### src/rtl/dram_pkg.sv
// Shared defaults and types for the two-port DRAM arbiter.
package dram_pkg;

    localparam int DRAM_ADDR_W    = 19;
    localparam int DRAM_DATA_W    = 8;
    localparam int DRAM_MEM_DEPTH = 307200;
    localparam int DRAM_RD_LAT    = 1;

    typedef enum logic [1:0] {
        ST_ARB   = 2'd0,
        ST_DRAIN = 2'd1,
        ST_FLUSH = 2'd2,
        ST_DONE  = 2'd3
    } arb_state_t;

    // One entry of the read-return pipeline: which port gets the data.
    typedef struct packed {
        logic valid;
        logic port;
    } rd_tag_t;

endpackage

### src/rtl/dram_arbiter_if.sv
// Client ports, flush handshake and DRAM-side strobes of the arbiter, bundled.
interface dram_arbiter_if #(
    parameter int ADDR_W = dram_pkg::DRAM_ADDR_W,
    parameter int DATA_W = dram_pkg::DRAM_DATA_W
);

    logic              p0_req;
    logic              p0_we;
    logic [ADDR_W-1:0] p0_addr;
    logic [DATA_W-1:0] p0_wdata;
    logic              p0_gnt;
    logic              p0_err;
    logic              p0_rvalid;
    logic [DATA_W-1:0] p0_rdata;

    logic              p1_req;
    logic              p1_we;
    logic [ADDR_W-1:0] p1_addr;
    logic [DATA_W-1:0] p1_wdata;
    logic              p1_gnt;
    logic              p1_err;
    logic              p1_rvalid;
    logic [DATA_W-1:0] p1_rdata;

    logic              flush_req;
    logic              flush_done;

    logic              ren;
    logic              wen;
    logic [ADDR_W-1:0] raddr;
    logic [ADDR_W-1:0] waddr;
    logic [DATA_W-1:0] wdata;
    logic              writefile;
    logic [DATA_W-1:0] rdata;

    modport slave (
        input  p0_req, p0_we, p0_addr, p0_wdata,
        input  p1_req, p1_we, p1_addr, p1_wdata,
        input  flush_req, rdata,
        output p0_gnt, p0_err, p0_rvalid, p0_rdata,
        output p1_gnt, p1_err, p1_rvalid, p1_rdata,
        output flush_done, ren, wen, raddr, waddr, wdata, writefile
    );

    modport master (
        output p0_req, p0_we, p0_addr, p0_wdata,
        output p1_req, p1_we, p1_addr, p1_wdata,
        output flush_req, rdata,
        input  p0_gnt, p0_err, p0_rvalid, p0_rdata,
        input  p1_gnt, p1_err, p1_rvalid, p1_rdata,
        input  flush_done, ren, wen, raddr, waddr, wdata, writefile
    );

endinterface

### src/rtl/rr_arb2.sv
// Two-way round-robin arbiter; the port that lost the last granted tie-break
// (or was idle) wins the next tie. Reset favours port 0.
module rr_arb2 (
    input  logic       clk,
    input  logic       rst_n,
    input  logic [1:0] req,
    input  logic       update,
    output logic [1:0] gnt
);

    // prio_q = 1 means port 1 wins a tie.
    logic prio_q;
    logic prio_d;

    always_comb begin
        gnt    = req;
        prio_d = prio_q;
        if (req == 2'b11) begin
            gnt = prio_q ? 2'b10 : 2'b01;
        end
        if (update && (gnt != 2'b00)) begin
            prio_d = gnt[0];
        end
    end

    always_ff @(posedge clk or negedge rst_n) begin
        if (!rst_n) begin
            prio_q <= 1'b0;
        end else begin
            prio_q <= prio_d;
        end
    end

endmodule

### src/rtl/dram_arbiter.sv
// Two-port DRAM arbiter with read-return tagging and a drain-then-dump flush.
//
// state    | meaning
// ---------+-----------------------------------------------------
// ST_ARB   | grants allowed; flush_req moves to ST_DRAIN
// ST_DRAIN | no grants; wait until every in-flight read returns
// ST_FLUSH | writefile strobe for one cycle
// ST_DONE  | flush_done pulse for one cycle, back to ST_ARB
module dram_arbiter
    import dram_pkg::*;
#(
    parameter int ADDR_W    = DRAM_ADDR_W,
    parameter int DATA_W    = DRAM_DATA_W,
    parameter int MEM_DEPTH = DRAM_MEM_DEPTH,
    parameter int RD_LAT    = DRAM_RD_LAT
) (
    input  logic           clk,
    input  logic           rst_n,
    dram_arbiter_if.slave  bus
);

    arb_state_t state_q;
    arb_state_t state_d;

    logic              grant_en;
    logic [1:0]        arb_req;
    logic [1:0]        gnt;

    logic              sel;
    logic              sel_we;
    logic [ADDR_W-1:0] sel_addr;
    logic [DATA_W-1:0] sel_wdata;
    logic              in_range;

    logic              ren_q,   ren_d;
    logic              wen_q,   wen_d;
    logic [ADDR_W-1:0] raddr_q, raddr_d;
    logic [ADDR_W-1:0] waddr_q, waddr_d;
    logic [DATA_W-1:0] wdata_q, wdata_d;
    logic [1:0]        err_q,   err_d;

    // Stage 0 aligns with the ren strobe; stage RD_LAT aligns with rdata.
    rd_tag_t [RD_LAT:0] tag_q;
    rd_tag_t [RD_LAT:0] tag_d;
    rd_tag_t            ret_tag;
    logic               rd_pending;

    logic              p0_rvalid;
    logic              p1_rvalid;

    assign grant_en = rst_n && (state_q == ST_ARB) && !bus.flush_req;
    assign arb_req  = grant_en ? {bus.p1_req, bus.p0_req} : 2'b00;

    rr_arb2 u_rr_arb2 (
        .clk    (clk),
        .rst_n  (rst_n),
        .req    (arb_req),
        .update (|gnt),
        .gnt    (gnt)
    );

    always_comb begin
        sel       = gnt[1];
        sel_we    = sel ? bus.p1_we    : bus.p0_we;
        sel_addr  = sel ? bus.p1_addr  : bus.p0_addr;
        sel_wdata = sel ? bus.p1_wdata : bus.p0_wdata;
        // Extra MSB so a depth equal to 2**ADDR_W still compares correctly.
        in_range  = {1'b0, sel_addr} < (ADDR_W + 1)'(MEM_DEPTH);
    end

    always_comb begin
        ren_d   = (|gnt) && in_range && !sel_we;
        wen_d   = (|gnt) && in_range && sel_we;
        raddr_d = ren_d ? sel_addr  : '0;
        waddr_d = wen_d ? sel_addr  : '0;
        wdata_d = wen_d ? sel_wdata : '0;
        err_d   = in_range ? 2'b00 : gnt;
    end

    always_comb begin
        tag_d          = tag_q;
        tag_d[0].valid = ren_d;
        tag_d[0].port  = sel;
        for (int i = 1; i <= RD_LAT; i++) begin
            tag_d[i] = tag_q[i-1];
        end
    end

    // Only tags that will still be outstanding after this edge count; the
    // final stage is returning its data in the current cycle.
    always_comb begin
        rd_pending = 1'b0;
        for (int i = 0; i < RD_LAT; i++) begin
            rd_pending = rd_pending | tag_q[i].valid;
        end
    end

    always_comb begin
        state_d = state_q;
        unique case (state_q)
            ST_ARB:   if (bus.flush_req) state_d = ST_DRAIN;
            ST_DRAIN: if (!rd_pending)   state_d = ST_FLUSH;
            ST_FLUSH: state_d = ST_DONE;
            ST_DONE:  state_d = ST_ARB;
            default:  state_d = ST_ARB;
        endcase
    end

    always_ff @(posedge clk or negedge rst_n) begin
        if (!rst_n) begin
            state_q <= ST_ARB;
            ren_q   <= 1'b0;
            wen_q   <= 1'b0;
            raddr_q <= '0;
            waddr_q <= '0;
            wdata_q <= '0;
            err_q   <= 2'b00;
            tag_q   <= '0;
        end else begin
            state_q <= state_d;
            ren_q   <= ren_d;
            wen_q   <= wen_d;
            raddr_q <= raddr_d;
            waddr_q <= waddr_d;
            wdata_q <= wdata_d;
            err_q   <= err_d;
            tag_q   <= tag_d;
        end
    end

    assign ret_tag   = tag_q[RD_LAT];
    assign p0_rvalid = ret_tag.valid && !ret_tag.port;
    assign p1_rvalid = ret_tag.valid &&  ret_tag.port;

    assign bus.p0_gnt     = gnt[0];
    assign bus.p1_gnt     = gnt[1];
    assign bus.p0_err     = err_q[0];
    assign bus.p1_err     = err_q[1];
    assign bus.p0_rvalid  = p0_rvalid;
    assign bus.p1_rvalid  = p1_rvalid;
    assign bus.p0_rdata   = p0_rvalid ? bus.rdata : '0;
    assign bus.p1_rdata   = p1_rvalid ? bus.rdata : '0;
    assign bus.ren        = ren_q;
    assign bus.wen        = wen_q;
    assign bus.raddr      = raddr_q;
    assign bus.waddr      = waddr_q;
    assign bus.wdata      = wdata_q;
    assign bus.writefile  = (state_q == ST_FLUSH);
    assign bus.flush_done = (state_q == ST_DONE);

endmodule

### src/flat_wrapper.sv
// flat-port wrapper written by rule: the top's interface ports become plain ports
module dram_arbiter_flat import dram_pkg::*;
#(
    parameter int ADDR_W    = DRAM_ADDR_W,
    parameter int DATA_W    = DRAM_DATA_W,
    parameter int MEM_DEPTH = DRAM_MEM_DEPTH,
    parameter int RD_LAT    = DRAM_RD_LAT
)
  (clk, rst_n, bus_p0_req, bus_p0_we, bus_p0_addr, bus_p0_wdata, bus_p1_req, bus_p1_we, bus_p1_addr, bus_p1_wdata, bus_flush_req, bus_rdata, bus_p0_gnt, bus_p0_err, bus_p0_rvalid, bus_p0_rdata, bus_p1_gnt, bus_p1_err, bus_p1_rvalid, bus_p1_rdata, bus_flush_done, bus_ren, bus_wen, bus_raddr, bus_waddr, bus_wdata, bus_writefile);
  dram_arbiter_if #(.ADDR_W(ADDR_W), .DATA_W(DATA_W)) bus_i ();
  input  logic clk;
  input  logic rst_n;
  input wire logic [$bits(bus_i.p0_req)-1:0] bus_p0_req;
  input wire logic [$bits(bus_i.p0_we)-1:0] bus_p0_we;
  input wire logic [$bits(bus_i.p0_addr)-1:0] bus_p0_addr;
  input wire logic [$bits(bus_i.p0_wdata)-1:0] bus_p0_wdata;
  input wire logic [$bits(bus_i.p1_req)-1:0] bus_p1_req;
  input wire logic [$bits(bus_i.p1_we)-1:0] bus_p1_we;
  input wire logic [$bits(bus_i.p1_addr)-1:0] bus_p1_addr;
  input wire logic [$bits(bus_i.p1_wdata)-1:0] bus_p1_wdata;
  input wire logic [$bits(bus_i.flush_req)-1:0] bus_flush_req;
  input wire logic [$bits(bus_i.rdata)-1:0] bus_rdata;
  output wire logic [$bits(bus_i.p0_gnt)-1:0] bus_p0_gnt;
  output wire logic [$bits(bus_i.p0_err)-1:0] bus_p0_err;
  output wire logic [$bits(bus_i.p0_rvalid)-1:0] bus_p0_rvalid;
  output wire logic [$bits(bus_i.p0_rdata)-1:0] bus_p0_rdata;
  output wire logic [$bits(bus_i.p1_gnt)-1:0] bus_p1_gnt;
  output wire logic [$bits(bus_i.p1_err)-1:0] bus_p1_err;
  output wire logic [$bits(bus_i.p1_rvalid)-1:0] bus_p1_rvalid;
  output wire logic [$bits(bus_i.p1_rdata)-1:0] bus_p1_rdata;
  output wire logic [$bits(bus_i.flush_done)-1:0] bus_flush_done;
  output wire logic [$bits(bus_i.ren)-1:0] bus_ren;
  output wire logic [$bits(bus_i.wen)-1:0] bus_wen;
  output wire logic [$bits(bus_i.raddr)-1:0] bus_raddr;
  output wire logic [$bits(bus_i.waddr)-1:0] bus_waddr;
  output wire logic [$bits(bus_i.wdata)-1:0] bus_wdata;
  output wire logic [$bits(bus_i.writefile)-1:0] bus_writefile;
  assign bus_i.p0_req = bus_p0_req;
  assign bus_i.p0_we = bus_p0_we;
  assign bus_i.p0_addr = bus_p0_addr;
  assign bus_i.p0_wdata = bus_p0_wdata;
  assign bus_i.p1_req = bus_p1_req;
  assign bus_i.p1_we = bus_p1_we;
  assign bus_i.p1_addr = bus_p1_addr;
  assign bus_i.p1_wdata = bus_p1_wdata;
  assign bus_i.flush_req = bus_flush_req;
  assign bus_i.rdata = bus_rdata;
  assign bus_p0_gnt = bus_i.p0_gnt;
  assign bus_p0_err = bus_i.p0_err;
  assign bus_p0_rvalid = bus_i.p0_rvalid;
  assign bus_p0_rdata = bus_i.p0_rdata;
  assign bus_p1_gnt = bus_i.p1_gnt;
  assign bus_p1_err = bus_i.p1_err;
  assign bus_p1_rvalid = bus_i.p1_rvalid;
  assign bus_p1_rdata = bus_i.p1_rdata;
  assign bus_flush_done = bus_i.flush_done;
  assign bus_ren = bus_i.ren;
  assign bus_wen = bus_i.wen;
  assign bus_raddr = bus_i.raddr;
  assign bus_waddr = bus_i.waddr;
  assign bus_wdata = bus_i.wdata;
  assign bus_writefile = bus_i.writefile;
  dram_arbiter #(.ADDR_W(ADDR_W), .DATA_W(DATA_W), .MEM_DEPTH(MEM_DEPTH), .RD_LAT(RD_LAT)) u_core (.clk(clk), .rst_n(rst_n), .bus(bus_i));
endmodule
### config.mk
export PLATFORM = sky130hd
export DESIGN_NAME = dram_arbiter_flat
export DESIGN_NICKNAME = d
export VERILOG_FILES = /design/src/rtl/dram_pkg.sv /design/src/rtl/dram_arbiter_if.sv /design/src/rtl/rr_arb2.sv /design/src/rtl/dram_arbiter.sv /design/src/flat_wrapper.sv
export SDC_FILE = /design/constraint.sdc
export NUM_CORES = 1
export LEC_CHECK = 0
export CAP_MARGIN = 20
export CORE_UTILIZATION = 43
export CTS_BUF_LIST = sky130_fd_sc_hd__clkbuf_16
export DETAILED_ROUTE_END_ITERATION = 10
export PLACE_DENSITY = 0.87
export SYNTH_ARGS = -nofsm -noshare
export SYNTH_HDL_FRONTEND = slang
export SYNTH_SLANG_ARGS = --single-unit
### constraint.sdc
create_clock -name clk -period 4.09 [get_ports clk]
set_input_delay 1.0225 -clock clk [delete_from_list [all_inputs] [get_ports clk]]
set_output_delay 1.0225 -clock clk [all_outputs]
set_load 0.01 [all_outputs]
==> results of run 1 <==
-- Yosys cell counts (all sizes together) --
master / number
a211oi: 2
a21boi: 2
a21o: 2
a21oi: 2
a32o: 1
a32oi: 1
and2: 10
and3: 8
buf: 10
clkbuf: 2
dfrtp: 56
ha: 5
inv: 2
mux2i: 28
nand2: 3
nand3: 2
nand4b: 2
nor2: 8
nor2b: 3
nor3: 46
nor4: 1
o21a: 2
o21ai: 3
o31ai: 1
-- registers in the layout, indices dropped and copies added, names as in the netlist --
name / count
u_core.tag_d: 1
u_core.bus.ren: 1
u_core.u_rr_arb2.prio_q: 1
u_core.ret_tag: 2
u_core.bus.raddr: 19
u_core.state_q: 2
u_core.err_q: 2
u_core.bus.wdata: 8
u_core.bus.waddr: 19
u_core.bus.wen: 1
-- routing by layer --
metal  wire (um)  part of all wire [%]  vias up
li1            -                     -      996
met3         449                   6.9        2
met4          46                  0.71        0
met1        2590                    40      984
met2        3410                    52       79
met5           0                     0        -
-- worst reg2reg max path: stages, from the launching register on --
cell and delay [ps]:
dfrtp_1 410, inv_1 130, ha_1 280, nand4b_4 170, nor2_8 120, buf_4 470
mux2i_4 330, buf_4 430, nor3_1 130
-- logic make-up after synthesis --
logic type | after synthesis
muxes | 28
adders and majority gates | 5
DFF | 56
buffers and inverters | 14
and+or+nand+nor | 83
AOI/OAI and AO/OA | 16
-- where the power goes --
| part | switching [mW] | total, mW | internal [mW] |
|---|---|---|---|
| logic | 0.163 | 0.326 | 0.162 |
| clock network | 0.188 | 0.417 | 0.229 |
| registers | 0.0204 | 0.602 | 0.582 |
| total | 0.371 | 1.34 | 0.973 |
-- per-stage QoR --
| step | power, mW | utilization, % |
|---|---|---|
| 6_report | 1.34 | 71.6 |
| 5_1_grt | 1.42 | 71.6 |
| 4_1_cts | 1.36 | 71.6 |
| 3_5_place_dp | 0.941 | 69.1 |
| 3_3_place_gp | 0.925 | 69.1 |
| 2_1_floorplan | 0.779 | - |
-- final cells by class --
type	count	area [sq um]	share of cell area, %
Timing Repair Buffer	146	1440	33.8
Inverter	2	7.51	0.176
Clock buffer	5	125	2.93
Multi-Input combinational cell	132	1170	27.5
Clock inverter	3	22.5	0.528
Sequential cell	56	1400	32.9
Tap cell	75	93.8	2.20
-- path summary, 6_finish.rpt --
path                              startpoint              endpoint  slack (ps)  cells after the start
max reg2reg                u_core.state_q[0]   u_core.bus.wdata[2]        1490                      8
max                            bus_flush_req            bus_p0_gnt         530                      4
min in group asynchronous              rst_n   u_core.bus.wdata[3]         970                      2
min reg2reg                  u_core.tag_d[2]     u_core.ret_tag[0]         360                      0
min                          u_core.tag_d[2]     u_core.ret_tag[0]         360                      0
max in group asynchronous              rst_n  u_core.bus.raddr[11]        2670                      2
==> results.py, run 1 <==
metrics = {
    "logic_synthesis": {
        "synth_area_per_cell_sq_um": 13.2,
        "synthTopCellsByArea": "dfrtp_1, nor3_2, mux2i_1",
        "synth_compound_area_share_pct": 5.38,
        "synth-simple-area-share_pct": 25.0,
        "synth-adder-area-share_pct": 2.34,
        "yosysSeqAreaShare_pct": 52.4,
        "synth.distinct_cells": 33,
        "synth_top_family_by_area": "simple AND/OR/NAND/NOR gates",
        "yosys_warnings": 0,
        "synth_seq_cells": 56,
        "netlist_area_sq_um": 2680,
        "synthMuxAreaShare_pct": 10.9,
        "synth_fp_nets": 276,
        "synth_top_cell_area_share_pct": 52.4,
        "yosysTopAreaCell": "dfrtp_1",
        "synth_xor_area_share_pct": 0,
        "postSynthCellCount": 202,
    },
    "power": {
        "p_leak_nw": 1.77,
        "vdd_drop_max_uv": 257,
        "power.density_nw_per_um2": 315,
    },
    "setup_path": {
        "cp.buffers_inverters": 2,
        "critPathSlowestCell": "clkdlybuf4s50_1",
        "crit_fanout": 4,
        "critical_path.max_stage_delay_ps": 560,
        "endpoint_kind": "output pin",
        "crit_required_ps": 3070,
        "cpMostUsedCell": "clkdlybuf4s50_1",
        "path_cells": "clkdlybuf4s50_1 -> nand4b_2 -> nor2_1 -> clkdlybuf4s50_1",
        "cp.arrival_ps": 2540,
        "critPathKind": "in2out",
        "cpLargestDelayFamily": "buffers and inverters",
        "crit_path_start_kind": "primary input",
    },
    "final_layout": {
        "layout_common_cells": "clkdlybuf4s50_1, dfrtp_1, nor3_2",
        "drive_gt1_share_pct": 18.0,
        "antenna_cells": 0,
        "nets": 417,
        "n_fill_cell": 470,
        "stdcell_count": 419,
        "final_area_sq_um": 4260,
        "final_common_cell": "clkdlybuf4s50_1",
        "syn_to_final_growth_pct": 59.3,
    },
    "sta": {
        "slew_viol_final": 0,
        "finalCritPeriodShare_pct": 87.0,
        "worstMarginPinSlew_ps": 667,
        "setup_violations": 0,
        "fin_tns_setup_ps": 0,
        "fin_crit_ps": 3560,
        "holdWs_ps": 356,
        "finalHoldViolations": 0,
        "rsz0062_at_grt": "false",
        "max_freq_mhz": 281,
        "fin_skew_ps": 5.40,
        "finalWorstSetupSlack_ps": 532,
        "relSlewSlack_pct": 55.5,
    },
    "placement": {
        "dp_hpwl_mm": 4.87,
        "portBuffers": 140,
        "post_dp_cell_area_sq_um": 4120,
        "pre_cts_slack_ps": 549,
        "dp.cells": 411,
        "place.gp.congestion": 0.792,
    },
    "grt": {
        "met1_usage_pct": 24.7,
        "top_usage_layer": "met2",
        "use_met2_pct": 36.6,
        "antenna_found_initial": 0,
        "met3_usage_pct": 5.17,
        "grt_pass1_wl_mm": 10.1,
        "grtUsageTotal_pct": 20.6,
        "grt_pass1_vias": 2042,
        "grt_overflow": 0,
        "grt_max_degree": 57,
    },
    "clock_tree": {
        "postCtsSetupBuffers": 0,
        "htree_levels": 2,
        "cts_root_buffer": "clkbuf_16",
        "insertion_delay_ps": 290,
        "cts.clk_slew.worst_paths_ps": 70,
        "hold_buffers": 0,
        "cts.sinks": 56,
        "clock_path_buffers": 2,
        "cts_tree": "built",
        "cts_resized": 0,
        "numCtsBuffers": 5,
    },
    "job": {
        "drv_cap": 0,
    },
    "die": {
        "ios": 141,
        "initial_core_util_pct": 44.9,
        "die_x_um": 80.9,
        "num_rows": 28,
        "coreArea_sq_um": 5960,
        "dieHeight_um": 80.9,
        "dieArea_sq_um": 6540,
    },
    "drt": {
        "final_antenna_net_count": 0,
        "drtIter0Drc": 80,
        "dr.pass1.iters": 4,
        "drc": 0,
        "post_drt_via_cell_ratio": 4.92,
        "vias": 2061,
        "drt_wl_total_mm": 6.49,
        "wl_per_cell_um": 15.5,
    },
    "hold_path": {
        "hold_path.class": "reg2reg",
    },
    "outcome": {
        "status": "completed",
    },
}
Power figures use the tool's default switching activity.
==> run 2, diff against run 1 <==
Settings changed: CORE_UTILIZATION 43 to 33, GPL_TIMING_DRIVEN set to 0, PLACE_DENSITY 0.87 to 0.69.
==> results.py, run 2 (synthesis results as in run 1) <==
metrics = {
    "grt": {
        "grt_pass1_wl_mm": 10.9,
        "grt_pass1_vias": 2092,
        "antenna_found_initial": 0,
        "grt_overflow": 0,
        "grtUsageTotal_pct": 16.7,
        "grt_max_degree": 33,
    },
    "final_layout": {
        "final_area_sq_um": 4370,
        "antenna_cells": 0,
        "nets": 424,
        "drive_gt1_share_pct": 19.1,
        "final_common_cell": "clkdlybuf4s50_1",
        "layout_common_cells": "clkdlybuf4s50_1, dfrtp_1, nor3_2",
        "syn_to_final_growth_pct": 63.4,
    },
    "drt": {
        "wl_per_cell_um": 14.9,
        "drc": 0,
        "post_drt_via_cell_ratio": 4.64,
        "drtIter0Drc": 61,
        "final_antenna_net_count": 0,
        "dr.pass1.iters": 4,
        "drt_wl_total_mm": 6.77,
        "vias": 2101,
    },
    "clock_tree": {
        "cts_tree": "built",
        "hold_buffers": 0,
        "cts_resized": 1,
        "htree_levels": 2,
        "clock_path_buffers": 2,
        "cts.sinks": 56,
        "cts_root_buffer": "clkbuf_16",
        "cts.clk_slew.worst_paths_ps": 70,
        "postCtsSetupBuffers": 0,
        "numCtsBuffers": 5,
        "insertion_delay_ps": 290,
    },
    "hold_path": {
        "hold_path.class": "reg2reg",
        "whs_path_depth": 0,
        "hold_end": "u_core.ret_tag[0]",
        "holdCritStartpoint": "u_core.tag_d[2]",
    },
    "setup_path": {
        "crit_path_start_kind": "primary input",
        "critPathKind": "in2out",
        "reg2reg_to": "u_core.bus.waddr[12]",
        "reg2reg_from": "u_core.state_q[0]",
        "crit_fanout": 32,
        "reg2reg_slack_ps": 2080,
        "cp.arrival_ps": 2830,
        "crit_required_ps": 3070,
        "endpoint_kind": "output pin",
        "reg2reg_depth": 7,
    },
    "power": {
        "vdd_drop_max_uv": 179,
        "p_leak_nw": 1.81,
        "power.density_nw_per_um2": 310,
    },
    "sta": {
        "fin_crit_ps": 3850,
        "finalCritPeriodShare_pct": 94.1,
        "holdWs_ps": 352,
        "finalHoldViolations": 0,
        "slew_viol_final": 0,
        "worstMarginPinSlew_ps": 451,
        "fin_skew_ps": 4.09,
        "max_freq_mhz": 260,
        "setup_violations": 0,
        "relSlewSlack_pct": 69.9,
        "rsz0062_at_grt": "false",
    },
    "die": {
        "die_x_um": 92.1,
        "coreArea_sq_um": 7770,
        "dieArea_sq_um": 8470,
        "dieHeight_um": 92.1,
        "num_rows": 32,
        "ios": 141,
        "initial_core_util_pct": 34.5,
    },
    "job": {
        "drv_cap": 0,
    },
    "placement": {
        "dp_hpwl_mm": 5.32,
        "post_dp_cell_area_sq_um": 4220,
        "portBuffers": 140,
        "place.gp.congestion": 0.694,
    },
    "outcome": {
        "status": "completed",
    },
}
## run 2: cell types whose count changed in the layout (fill, tap and decap cells not counted)
| cell | delta |
|---|---|
| clkbuf_4 | +1 |
| a21oi_2 | -1 |
| buf_12 | +1 |
| buf_6 | +5 |
| buf_4 | -1 |
| a21oi_1 | +1 |
| clkbuf_1 | +1 |
## run 2: layout make-up
type	instances	area (sq um)
Clock buffer	5	125
Buffer	12	98.8
Timing Repair Buffer	141	1420
Multi-Input combinational cell	132	1170
Tap cell	102	128
Inverter	2	7.51
Clock inverter	3	22.5
Fill cell	692	3390
Sequential cell	56	1400
## run 2: how the worst max path moves through the flow
stage                  start         end
2_1_floorplan  bus_flush_req  bus_p1_gnt
3_3_place_gp           rst_n  bus_p1_gnt
3_5_place_dp           rst_n  bus_p1_gnt
4_1_cts                rst_n  bus_p1_gnt
5_1_grt                rst_n  bus_p1_gnt
6_report               rst_n  bus_p1_gnt
## run 2: stage by stage
step                      cells  power [mW]  TNS [ps]  worst slack (ps)  util [%]
after floorplan             202       0.779         0              1350         -
after global placement      444       0.937    -41340             -1830      54.1
after detailed placement    445       0.947      -168              -168      54.3
after CTS                   453        1.38         0              75.7      56.3
after global routing        453        1.43         0              88.4      56.3
final                       453        1.36         0               240      56.3
## run 2: routing by layer
metal,up-vias,GRT usage [%],part of all wire [%]
li1,1011,-,-
met1,1022,20.4,41
met2,63,29.8,53
met3,5,3.73,5.3
met4,0,3.78,0.84
met5,-,0,0
## run 2: critical path: stages
cell and delay (ps):
buf_6 260, buf_12 240, nand4b_4 170, nor2_8 170
buf_6 190, buf_6 190, clkdlybuf4s50_1 550
## run 2: power by group
part / switching (mW) / internal (mW)
logic: 0.164 / 0.168
registers: 0.0171 / 0.582
clock network: 0.197 / 0.229
==> run 3, diff against run 2 <==
Settings changed: TNS_END_PERCENT set to 5.
==> results of run 3 <==
No change in the layout: final DEF, timing and power equal those of run 2.
